==> src/rtl/hazard_tracker_pkg.sv <==
// Shared constants and helpers for the D-stage hazard interface producer side.
// Tnew encodings, the "no write" register address and saturating decrements.
package hazard_tracker_pkg;

    localparam logic [1:0] TNEW_NOW = 2'd0;
    localparam logic [1:0] TNEW_1   = 2'd1;
    localparam logic [1:0] TNEW_2   = 2'd2;

    localparam logic [4:0] REG_ZERO = 5'd0;

    localparam int CNT_W = 4;

    // Tnew only ever counts down towards "available now"; it must never wrap to 3.
    function automatic logic [1:0] sat_dec(input logic [1:0] x);
        return (x == TNEW_NOW) ? TNEW_NOW : x - 2'd1;
    endfunction

    function automatic logic [CNT_W-1:0] sat_dec_cnt(input logic [CNT_W-1:0] x);
        return (x == '0) ? '0 : x - 1'b1;
    endfunction

endpackage

==> src/rtl/hazard_tracker_md_busy_counter.sv <==
// HI/LO unit busy countdown: loads on an accepted mult/div start in E, then
// decrements to zero; md_busy also covers the start cycle itself.
module md_busy_counter
    import hazard_tracker_pkg::*;
#(
    parameter int MULT_CYCLES = 5,
    parameter int DIV_CYCLES  = 10
) (
    input  logic clk,
    input  logic reset,
    input  logic md_start_E,
    input  logic md_div_E,
    output logic md_busy
);

    logic [CNT_W-1:0] cnt;
    logic             start_ok;
    logic [CNT_W-1:0] load_val;

    // A start while still counting is ignored; the decoder is expected to have
    // stalled the instruction in D until the unit drained.
    assign start_ok = md_start_E && (cnt == '0);
    assign load_val = md_div_E ? CNT_W'(DIV_CYCLES) : CNT_W'(MULT_CYCLES);

    always_ff @(posedge clk or negedge reset) begin
        if (!reset) begin
            cnt <= '0;
        end else if (start_ok) begin
            cnt <= load_val;
        end else begin
            cnt <= sat_dec_cnt(cnt);
        end
    end

    assign md_busy = (cnt != '0) || md_start_E;

endmodule

==> src/rtl/hazard_tracker.sv <==
// Tracks in-flight register writes through E/M/W for the decoder's stall and
// forward logic, inserts E bubbles on stall, and owns the mult/div busy timer.
module hazard_tracker
    import hazard_tracker_pkg::*;
#(
    parameter int ADDR_W      = 5,
    parameter int MULT_CYCLES = 5,
    parameter int DIV_CYCLES  = 10
) (
    input  logic              clk,
    input  logic              reset,
    input  logic              stall,
    input  logic [ADDR_W-1:0] dst_addr_D,
    input  logic [1:0]        Tnew_D,
    input  logic              md_start_E,
    input  logic              md_div_E,
    output logic [ADDR_W-1:0] reg_addr_E,
    output logic [ADDR_W-1:0] reg_addr_M,
    output logic [ADDR_W-1:0] reg_addr_W,
    output logic [1:0]        Tnew_E,
    output logic [1:0]        Tnew_M,
    output logic              md_busy
);

    // Stall only gates the E load; whatever is already in E still advances to M,
    // and M/W shift every cycle. Address 0 entries ride along as no-writes.
    always_ff @(posedge clk or negedge reset) begin
        if (!reset) begin
            reg_addr_E <= '0;
            Tnew_E     <= TNEW_NOW;
            reg_addr_M <= '0;
            Tnew_M     <= TNEW_NOW;
            reg_addr_W <= '0;
        end else begin
            if (stall) begin
                reg_addr_E <= ADDR_W'(REG_ZERO);
                Tnew_E     <= TNEW_NOW;
            end else begin
                reg_addr_E <= dst_addr_D;
                Tnew_E     <= Tnew_D;
            end
            reg_addr_M <= reg_addr_E;
            Tnew_M     <= sat_dec(Tnew_E);
            reg_addr_W <= reg_addr_M;
        end
    end

    md_busy_counter #(
        .MULT_CYCLES (MULT_CYCLES),
        .DIV_CYCLES  (DIV_CYCLES)
    ) u_md_busy_counter (
        .clk        (clk),
        .reset      (reset),
        .md_start_E (md_start_E),
        .md_div_E   (md_div_E),
        .md_busy    (md_busy)
    );

endmodule

==> config.mk <==
export PLATFORM = sky130hd
export DESIGN_NAME = hazard_tracker
export DESIGN_NICKNAME = d
export VERILOG_FILES = /design/src/rtl/hazard_tracker_pkg.sv /design/src/rtl/hazard_tracker_md_busy_counter.sv /design/src/rtl/hazard_tracker.sv
export SDC_FILE = /design/constraint.sdc
export NUM_CORES = 1
export LEC_CHECK = 0
export ABC_CLOCK_PERIOD_IN_PS = 1460
export CORE_UTILIZATION = 39
export CTS_CLUSTER_SIZE = 28
export DETAILED_ROUTE_END_ITERATION = 7
export PLACE_DENSITY_LB_ADDON = 0.25
export SYNTH_ARGS = -nofsm -noshare
export SYNTH_HDL_FRONTEND = slang
export SYNTH_SLANG_ARGS = --single-unit
export TNS_END_PERCENT = 5
==> constraint.sdc <==
create_clock -name clk -period 1.46 [get_ports clk]
set_input_delay 0.365 -clock clk [delete_from_list [all_inputs] [get_ports clk]]
set_output_delay 0.365 -clock clk [all_outputs]
set_load 0.03 [all_outputs]
==> results.md, run 1 <==
- Initial antenna violation count: 0
- Peak supply drop: 0.8004 mV
- CP bufs+invs: 1
- Initial core utilization: 0.4181
- Final setup violation count: 1
- Htree depth: 1
- Post-synthesis cell area: 721.9 um2
- MaxCap Viol Count: 0
- Unrepaired setup endpoints after global routing: true
- Cells after Synth: 48
- Startpoint types: flop
- PD cells: 1321 nW/um2
- Total core area: 1727 um2
- GP Congestion: 0.6125
- FP Rows: 15
- Failing checks: negative setup slack
- Final wirelength: 1.164 mm
- Flop pwr share: 0.561
- Via density: 4.355
- Mapped Nets: 60
- Commonest non-fill, non-tap cell in the layout: dfrtp_1
- Placed standard-cell area: 1069 um2
- Min-Delay Endpoint: reg_addr_W[3]
- Most frequent cells in the layout: 21 x dfrtp_1, 11 x clkdlybuf4s50_1, 10 x nor2b_1, 8 x dlygate4sd2_1, 6 x clkbuf_2
- First-pass GRT wire length: 1.863 mm
- # DRC: 0
- Fin. Hold Viols: 0
- CTS buffer count: 3
- Clk buf depth: 2
- Port Buf Inserts: 31
- CTS tree: built
- Hold Crit Class: flop to flop
- Worst-path cell chain: nor3_4, nand2_1, buf_6
- Cell family with most CP delay: flip-flops
- CP peak stage delay: 0.46 ns
- Setup_tns: -0.1101 ns
- Hold Buf Count CTS: 0
- Sw Share: 0.3074
- Static Leak: 0.0005410 uW
- Hold Crit Start: reg_addr_M[3]
- Vias in the first global route: 436
- Worst reg-to-reg path cell count: 3
- Tcrit/Tclk final: 1.075
- Layout area overhead: 49.74%
- Post-Route Utilization: 0.6261
- Worst clock skew: 0.007289 ns
- WP data required: 1.10 ns
- Die Width: 45.03 um
- CTS root buffer: clkbuf_4
- WP data arrival: 1.21 ns
- CP max-delay cell: dfrtp_2
- Clock Latency Late Sink: 0.30 ns
- Peak Freq: 636.9 MHz
- Final instance area: 1081 um2
- Psw: 439.2 uW
- Crit-path max FO: 4
- Distinct cell type count after synthesis: 12
- Crit. End Element: output port
- Post-Syn Area per Cell: 15.04 um2
- WL/cell: 10.58 um
- Outcome: finished with violations
- Hold Path Cell Cnt: 0
- DIE AREA: 2027 um2
- CTS Sinks: 23
- Grt ovf: 0
- Combinational share of power: 0.243
- #FFs+latches synth: 23
- Pint: 989.4 uW
- Via count: 479
- Setup ws final: -0.1101 ns
- GR Util All Layers: 0.1338
- Clk slew on worst S/H paths: 0.12 ns
- RR Endpoint: u_md_busy_counter.cnt[3]
- Routed Antenna Nets: 0
- Layout fillers: 155
- Die H: 45.03 um
- Yosys warnings: 0
- Dpl ws: -0.04557 ns
- Min Tclk post-route: 1.570 ns
- Worst-Margin Slew: 0.3080 ns
- Clock share of power: 0.196
- Final nets: 98
- RR Startpoint: u_md_busy_counter.cnt[1]
- DP HPWL: 876.8 um
- R2R Setup Slk: 0.24 ns
- Register area share after synthesis: 0.7972
- Ant diodes: 0
- WS Path Type: flop to output port
- Largest net degree at the start of global routing: 24
- Share of layout cells above drive strength 1: 0.2000
- Fin. max-slew vios: 0
- Relative max-transition margin: 0.7954
- Pre-antenna DRT Iters: 4
- Io pins: 32
- Initial drt markers: 4
-- metrics by stage --
step           power (uW)  instances  hold slack (ns)
6_report             1429        110           0.3767
3_3_place_gp         1105        105           0.3575
3_5_place_dp         1125        105           0.3588
4_1_cts              1399        109           0.3798
5_1_grt              1498        110           0.3868
2_1_floorplan       974.6         48          0.06941
-- cell usage after synthesis (all sizes together) --
master / count / area share
nand2: 3 / 0.016
o21ai: 2 / 0.014
a211oi: 1 / 0.010
and2: 1 / 0.0087
nor3: 2 / 0.021
dfrtp: 23 / 0.80
nor2: 4 / 0.021
a21o: 1 / 0.010
mux2: 1 / 0.016
nor2b: 10 / 0.087
-- worst register-to-register path, stage by stage, from the launching register on --
cell,delay (ns)
dfrtp_2,0.46
buf_4,0.15
nor3_2,0.18
mux2_1,0.33
-- area by class of cell --
cell class | count | area [um2] | area share
tap | 25 | 31.28 | 0.02894
clock buffer | 3 | 22.52 | 0.02083
clock inverter | 1 | 5.005 | 0.004630
timing repair buffer | 33 | 286.5 | 0.2650
multi-input combinational | 25 | 157.7 | 0.1458
sequential | 23 | 578.1 | 0.5347
-- power by group through the flow --
stage	sequential (uW)	combinational [uW]	clock, uW
finish	801	348	280
global route	812	375	311
CTS	788	322	289
detailed placement	797	328	0
global placement	792	313	0
floorplan	838	137	0
-- per-layer routing --
metal	vias to the layer above	routed length, um	global-route usage
met5	-	0	0
met4	0	27	0.1091
met3	4	63	0.02800
met2	22	613	0.2058
met1	227	459	0.1617
li1	226	-	-
-- how the worst max path moves through the flow --
| stage | start | slack [ns] | cells past startpoint | to |
|---|---|---|---|---|
| after CTS | u_md_busy_counter.cnt[3] | -0.15 | 3 | md_busy |
| after detailed placement | md_start_E | -0.05 | 4 | md_busy |
| after global routing | u_md_busy_counter.cnt[1] | -0.16 | 3 | md_busy |
| after floorplan | u_md_busy_counter.cnt[1] | 0.27 | 2 | md_busy |
| after global placement | md_start_E | -0.03 | 4 | md_busy |
| final | u_md_busy_counter.cnt[1] | -0.11 | 3 | md_busy |
-- cells by family (layout without fill, tap and decap cells) --
group / Yosys count / in the layout / share of synthesized area
AOI/OAI and AO/OA: 4 / 4 / 0.03466
buffers and inverters: 0 / 37 / 0
DFF: 23 / 23 / 0.7972
muxes: 1 / 1 / 0.01560
and+or+nand+nor: 20 / 20 / 0.1525
-- sequential cells by signal (all words and copies together), names as in the netlist --
name                   count
reg_addr_E                 5
reg_addr_M                 5
reg_addr_W                 5
u_md_busy_counter.cnt      4
Tnew_E                     2
Tnew_M                     2
-- timing repair --
item / 4_1_cts / 5_1_grt
pin swaps: 1 / 2
setup endpoints to repair: 20 / 12
resized for setup: 24 / 17
buffers inserted: 0 / 1
hold endpoints to repair: 0 / 0
No activity file was read; power rests on OpenSTA's default activity.
==> run 2, diff against run 1 <==
--- a/config.mk
+++ b/config.mk
@@ -6,6 +6,7 @@
 export NUM_CORES = 1
 export LEC_CHECK = 0
 export ABC_CLOCK_PERIOD_IN_PS = 1460
+export CORE_MARGIN = 2
 export CORE_UTILIZATION = 39
 export CTS_CLUSTER_SIZE = 28
 export DETAILED_ROUTE_END_ITERATION = 7
==> run 2 against run 1 <==
Net effect:
- the flow still finishes with violations (negative setup slack)
- global-route usage down 1.1 points
- clock power down 4%
- total power down 0.63%
- final cell count unchanged
- sequential power about the same
- register-to-register slack about the same
- critical path type unchanged
- highest routed layer is now met3
==> results.md, run 2 (synthesis gave the netlist of run 1 again) <==
- Share of layout cells above drive strength 1: 0.1647
- Die H: 47.03 um
- Port Buf Inserts: 31
- Startpoint types: flop
- CTS tree: built
- PD cells: 1303 nW/um2
- Clk buf depth: 2
- Final nets: 98
- Routed Antenna Nets: 0
- Commonest non-fill, non-tap cell in the layout: dfrtp_1
- Most frequent cells in the layout: 21 x dfrtp_1, 11 x clkdlybuf4s50_1, 10 x nor2b_1, 8 x dlygate4sd2_1, 7 x clkdlybuf4s15_1
- Pre-antenna DRT Iters: 4
- Hold Crit Class: flop to flop
- Grt ovf: 0
- Tcrit/Tclk final: 1.055
- Peak supply drop: 0.7590 mV
- WP data required: 1.10 ns
- Unrepaired setup endpoints after global routing: true
- Fin cells: 110
- Worst-Margin Slew: 0.3126 ns
- Worst clock skew: 0.005630 ns
- Initial core utilization: 0.4181
- CTS root buffer: clkbuf_4
- Min Tclk post-route: 1.541 ns
- Initial antenna violation count: 0
- CTS buffer count: 3
- Die Width: 47.03 um
- CP peak stage delay: 0.46 ns
- Worst-path cell chain: nor3_4, nand2_1, buf_6
- DP HPWL: 825.1 um
- Via density: 4.209
- CP bufs+invs: 1
- Dpl ws: -0.04004 ns
- CP max-delay cell: dfrtp_2
- Static Leak: 0.0005386 uW
- Io pins: 32
- Vias in the first global route: 442
- DIE AREA: 2211 um2
- Layout area overhead: 50.95%
- Clk slew on worst S/H paths: 0.11 ns
- Via count: 463
- Crit-path max FO: 3
- Peak Freq: 649.0 MHz
- Cell family with most CP delay: flip-flops
- Initial drt markers: 4
- Setup ws final: -0.08086 ns
- Clock Latency Late Sink: 0.29 ns
- WP data arrival: 1.18 ns
- Final setup violation count: 1
- Ant diodes: 0
- Relative max-transition margin: 0.7924
- Largest net degree at the start of global routing: 24
- GR Util All Layers: 0.1232
- CTS Sinks: 23
- Hold Buf Count CTS: 0
- GP Congestion: 0.5717
- WS Path Type: flop to output port
- Setup_tns: -0.08086 ns
- Fin. Hold Viols: 0
- Fin. max-slew vios: 0
- Dpl cells: 105
- MaxCap Viol Count: 0
- Htree depth: 1
- Outcome: finished with violations
- Final wirelength: 1.137 mm
- Largest regs: reg_addr_E x5, reg_addr_M x5, reg_addr_W x5
- Crit. End Element: output port
- # DRC: 0
- Failing checks: negative setup slack
- WL/cell: 10.34 um
- Total core area: 1727 um2
- First-pass GRT wire length: 1.828 mm
- FP Rows: 15
==> run 2: cell types whose count changed in the layout (fill, tap and decap cells not counted), sizes merged <==
| cell | before | now |
|---|---|---|
| clkdlybuf4s15 | 5 | 7 |
| clkinv | 1 | 0 |
| clkbuf | 9 | 8 |
==> run 2: what timing repair did <==
| item | CTS | global route |
|---|---|---|
| endpoints found under the setup margin | 20 | 12 |
| setup buffers | 0 | 1 |
| hold endpoints to repair | 0 | 0 |
| resized for setup | 21 | 18 |
| pin swaps | 2 | 1 |
==> run 2: cell type report <==
class                      instances  area [um2]
fill                             133       636.9
tap                               25       31.28
sequential                        23       578.1
multi-input combinational         25       157.7
timing repair buffer              33       296.5
clock buffer                       4       26.28
==> run 2: final timing paths <==
kind | startpoint | endpoint | slack (ns) | depth (start not counted)
min | reg_addr_E[4] | reg_addr_M[4] | 0.38 | 0
max in group asynchronous | reset | u_md_busy_counter.cnt[2] | 0.83 | 2
max | u_md_busy_counter.cnt[1] | md_busy | -0.08 | 3
min reg2reg | reg_addr_E[4] | reg_addr_M[4] | 0.38 | 0
max reg2reg | u_md_busy_counter.cnt[1] | u_md_busy_counter.cnt[3] | 0.23 | 3
min in group asynchronous | reset | reg_addr_M[4] | 0.40 | 2
==> run 2: metal layers <==
| metal | track usage | vias to the layer above | share of wire | routed length, um |
|---|---|---|---|---|
| met2 | 0.2027 | 18 | 0.51 | 583 |
| met4 | 0.06667 | 0 | 0 | 0 |
| met3 | 0.05385 | 0 | 0.084 | 96 |
| met5 | 0 | - | 0 | 0 |
| met1 | 0.1335 | 214 | 0.40 | 457 |
| li1 | - | 231 | - | - |
==> run 2: report_power, final <==
group,total (uW),internal (uW),switching [uW]
combinational,346,174,172
clock,270,106,164
sequential,804,715,88.9
total,1420,995,425
==> run 2: stage by stage <==
| stage | power (uW) | hold WS [ns] | utilization | cell area [um2] |
|---|---|---|---|---|
| after floorplan | 974.6 | 0.06941 | - | 721.9 |
| after global placement | 1107 | 0.3587 | 0.6188 | 1069 |
| after detailed placement | 1117 | 0.3590 | 0.6188 | 1069 |
| after CTS | 1384 | 0.3808 | 0.6254 | 1080 |
| after global routing | 1508 | 0.3972 | 0.6312 | 1090 |
| final | 1419 | 0.3815 | 0.6312 | 1090 |
==> run 3, diff against run 2 <==
--- a/config.mk
+++ b/config.mk
@@ -13,5 +13,6 @@
 export PLACE_DENSITY_LB_ADDON = 0.25
 export SYNTH_ARGS = -nofsm -noshare
 export SYNTH_HDL_FRONTEND = slang
+export SYNTH_HIERARCHICAL = 1
 export SYNTH_SLANG_ARGS = --single-unit
 export TNS_END_PERCENT = 5
==> run 3 against run 2 <==
Net effect:
- the flow still finishes with violations (negative setup slack)
- sequential power shrank 7.6%
- design area grew 0.23%
- fmax fell by 18%
- wire length rose by 9.9%
- global-route usage rose by 2.1 points
- hold slack got worse by 0.011 ns
- non-clock buffer count grew 7
- first-iteration DRC count rose by 25%
- die area decreased by 1.4%
- critical path type unchanged
==> results.md, run 3 <==
- Static Leak: 0.0005511 uW
- Setup ws final: -0.4119 ns
- Largest regs: reg_addr_E x5, reg_addr_M x5, reg_addr_W x5
- MaxCap Viol Count: 0
- Fin. Hold Viols: 0
- Register area share after synthesis: 0.8099
- Ant diodes: 0
- Initial core utilization: 0.4116
- Most frequent cells in the layout: 23 x dfrtp_1, 11 x clkdlybuf4s50_1, 11 x clkbuf_2, 9 x nor2b_1, 9 x buf_4
- Pre-antenna DRT Iters: 3
- Worst reg-to-reg path cell count: 5
- Hold Crit Start: reg_addr_E[4]
- Tcrit/Tclk final: 1.282
- Largest net degree at the start of global routing: 24
- Grt ovf: 0
- Io pins: 32
- Sw Share: 0.2964
- DIE AREA: 2179 um2
- Outcome: finished with violations
- Total core area: 1727 um2
- Final nets: 104
- Crit-path max FO: 2
- Relative max-transition margin: 0.8005
- Worst clock skew: 0.01175 ns
- WL/cell: 10.77 um
- Layout area overhead: 53.70%
- Layout fillers: 150
- Final setup violation count: 1
- DP HPWL: 928.3 um
- Yosys top cell area share: 0.8099
- Fin. max-slew vios: 0
- Startpoint types: flop
- Hold Path Cell Cnt: 0
- Clk buf depth: 2
- Initial antenna violation count: 0
- Cell with the most instances after synthesis: dfrtp_1
- Distinct cell type count after synthesis: 13
- Post-Syn Area per Cell: 15.12 um2
- Final instance area: 1092 um2
- Synth top cells by count: 23 x dfrtp_1, 9 x nor2b_1, 3 x nand2_1, 3 x o21ai_0
- Vias in the first global route: 446
- Fraction of registers with async set/reset: 1.000
- Share of layout cells above drive strength 1: 0.2857
- Yosys warnings: 6
- R2R Setup Slk: 0.29 ns
- Peak supply drop: 0.7224 mV
- Combinational share of power: 0.313
- Flop pwr share: 0.499
- RR Startpoint: u_md_busy_counter/cnt[1]
- GP Congestion: 0.5569
- Synth Area in Adders: 0
- Min Tclk post-route: 1.872 ns
- Clk slew on worst S/H paths: 0.12 ns
- Combinational family with the most area after synthesis: simple AND/OR/NAND/NOR gates
- Peak Freq: 534.2 MHz
- RR Endpoint: u_md_busy_counter/cnt[3]
- Yosys top cell by area: dfrtp_1
- FP Rows: 15
- Mapped Nets: 59
- Simple-gate area share of the yosys netlist: 0.1532
- Cells after Synth: 47
- Crit. End Element: output port
- CTS buffer count: 3
- CTS Sinks: 23
- Via density: 4.276
- Post-synthesis cell area: 710.7 um2
- WS Path Type: flop to output port
- Min-Delay Endpoint: reg_addr_M[4]
- Initial drt markers: 5
- GR Util All Layers: 0.1443
- Hold slack: 0.3703 ns
- Psw: 441.2 uW
- Worst-Margin Slew: 0.3004 ns
- Hold Crit Class: flop to flop
- Clock share of power: 0.188
- Post-synth top flop: dfrtp_1
- Post-Synth XOR/XNOR Area: 0
- WP data arrival: 1.51 ns
- PD cells: 1363 nW/um2
- Clock Latency Late Sink: 0.30 ns
- Die H: 46.69 um
- Pwr Total: 1488 uW
- Final wirelength: 1.249 mm
- Dpl ws: -0.7634 ns
- WP data required: 1.10 ns
- Via count: 496
- Placed standard-cell area: 1101 um2
- Commonest non-fill, non-tap cell in the layout: dfrtp_1
- Failing checks: negative setup slack
- Htree depth: 1
- #FFs+latches synth: 23
- Port Buf Inserts: 31
- First-pass GRT wire length: 1.966 mm
- # DRC: 0
- Top post-synthesis cells by area: dfrtp_1 81%, nor2b_1 7.9%, o21ai_0 2.1%
- Mux cell area share after synthesis: 0
- Die Width: 46.69 um
- Post-Route Utilization: 0.6326
- CTS root buffer: clkbuf_4
- EDFF count, synth: 0
- Routed Antenna Nets: 0
- Pint: 1047 uW
- Unrepaired setup endpoints after global routing: true
- Synth Area in Compound Gates: 0.03169
- CTS tree: built
## run 3: critical path, stage by stage, from the launching register on
cell     delay (ns)
dfrtp_1        0.39
or2_1          0.25
or4_4          0.42
buf_6          0.15
## run 3: power groups by stage
| stage | Clock, uW | Combinational, uW | Sequential [uW] |
|---|---|---|---|
| 6_report | 280 | 466 | 743 |
| 5_1_grt | 326 | 507 | 752 |
| 4_1_cts | 290 | 439 | 743 |
| 3_5_place_dp | 0 | 411 | 759 |
| 3_3_place_gp | 0 | 401 | 749 |
| 2_1_floorplan | 0 | 125 | 824 |
## run 3: timing repair
| action | in CTS | in global routing |
|---|---|---|
| endpoints found under the setup margin | 20 | 16 |
| hold buffers | 0 | 0 |
| buffers inserted | 2 | 1 |
| resized for setup | 28 | 24 |
| pin swaps | 1 | 1 |
## run 3: layer usage
metal / routed length, um / global-route usage
met1: 482 / 0.1282
met2: 642 / 0.2444
met3: 96 / 0.07843
met4: 27 / 0.1000
met5: 0 / 0
## run 3: worst max-delay path by stage
stage | start | to | slack, ns | cells past startpoint
floorplan | u_md_busy_counter/cnt[1] | md_busy | -0.007 | 2
global placement | md_start_E | md_busy | -0.76 | 3
detailed placement | md_start_E | md_busy | -0.76 | 3
CTS | u_md_busy_counter/cnt[0] | md_busy | -0.42 | 3
global route | u_md_busy_counter/cnt[1] | md_busy | -0.48 | 3
finish | u_md_busy_counter/cnt[1] | md_busy | -0.41 | 3
## run 3: cell type report
type	count	area, um2	area share
clock buffers	3	22.52	0.02062
clock inverters	1	5.005	0.004582
inverters	1	3.754	0.003436
multi-input cells	23	135.1	0.1237
flip-flops and latches	23	575.6	0.5269
well taps	25	31.28	0.02864
repair buffers	40	319.1	0.2921
## run 3: stage by stage
stage / TNS [ns] / cells
finish: -0.4119 / 116
floorplan: -0.007071 / 47
global placement: -0.7580 / 109
global route: -0.4794 / 116
CTS: -0.4169 / 115
detailed placement: -0.7634 / 109
## run 3: logic make-up after synthesis
kind of cell,Yosys count
AOI/OAI and AO/OA,4
buffers and inverters,1
DFF,23
and+or+nand+nor,19
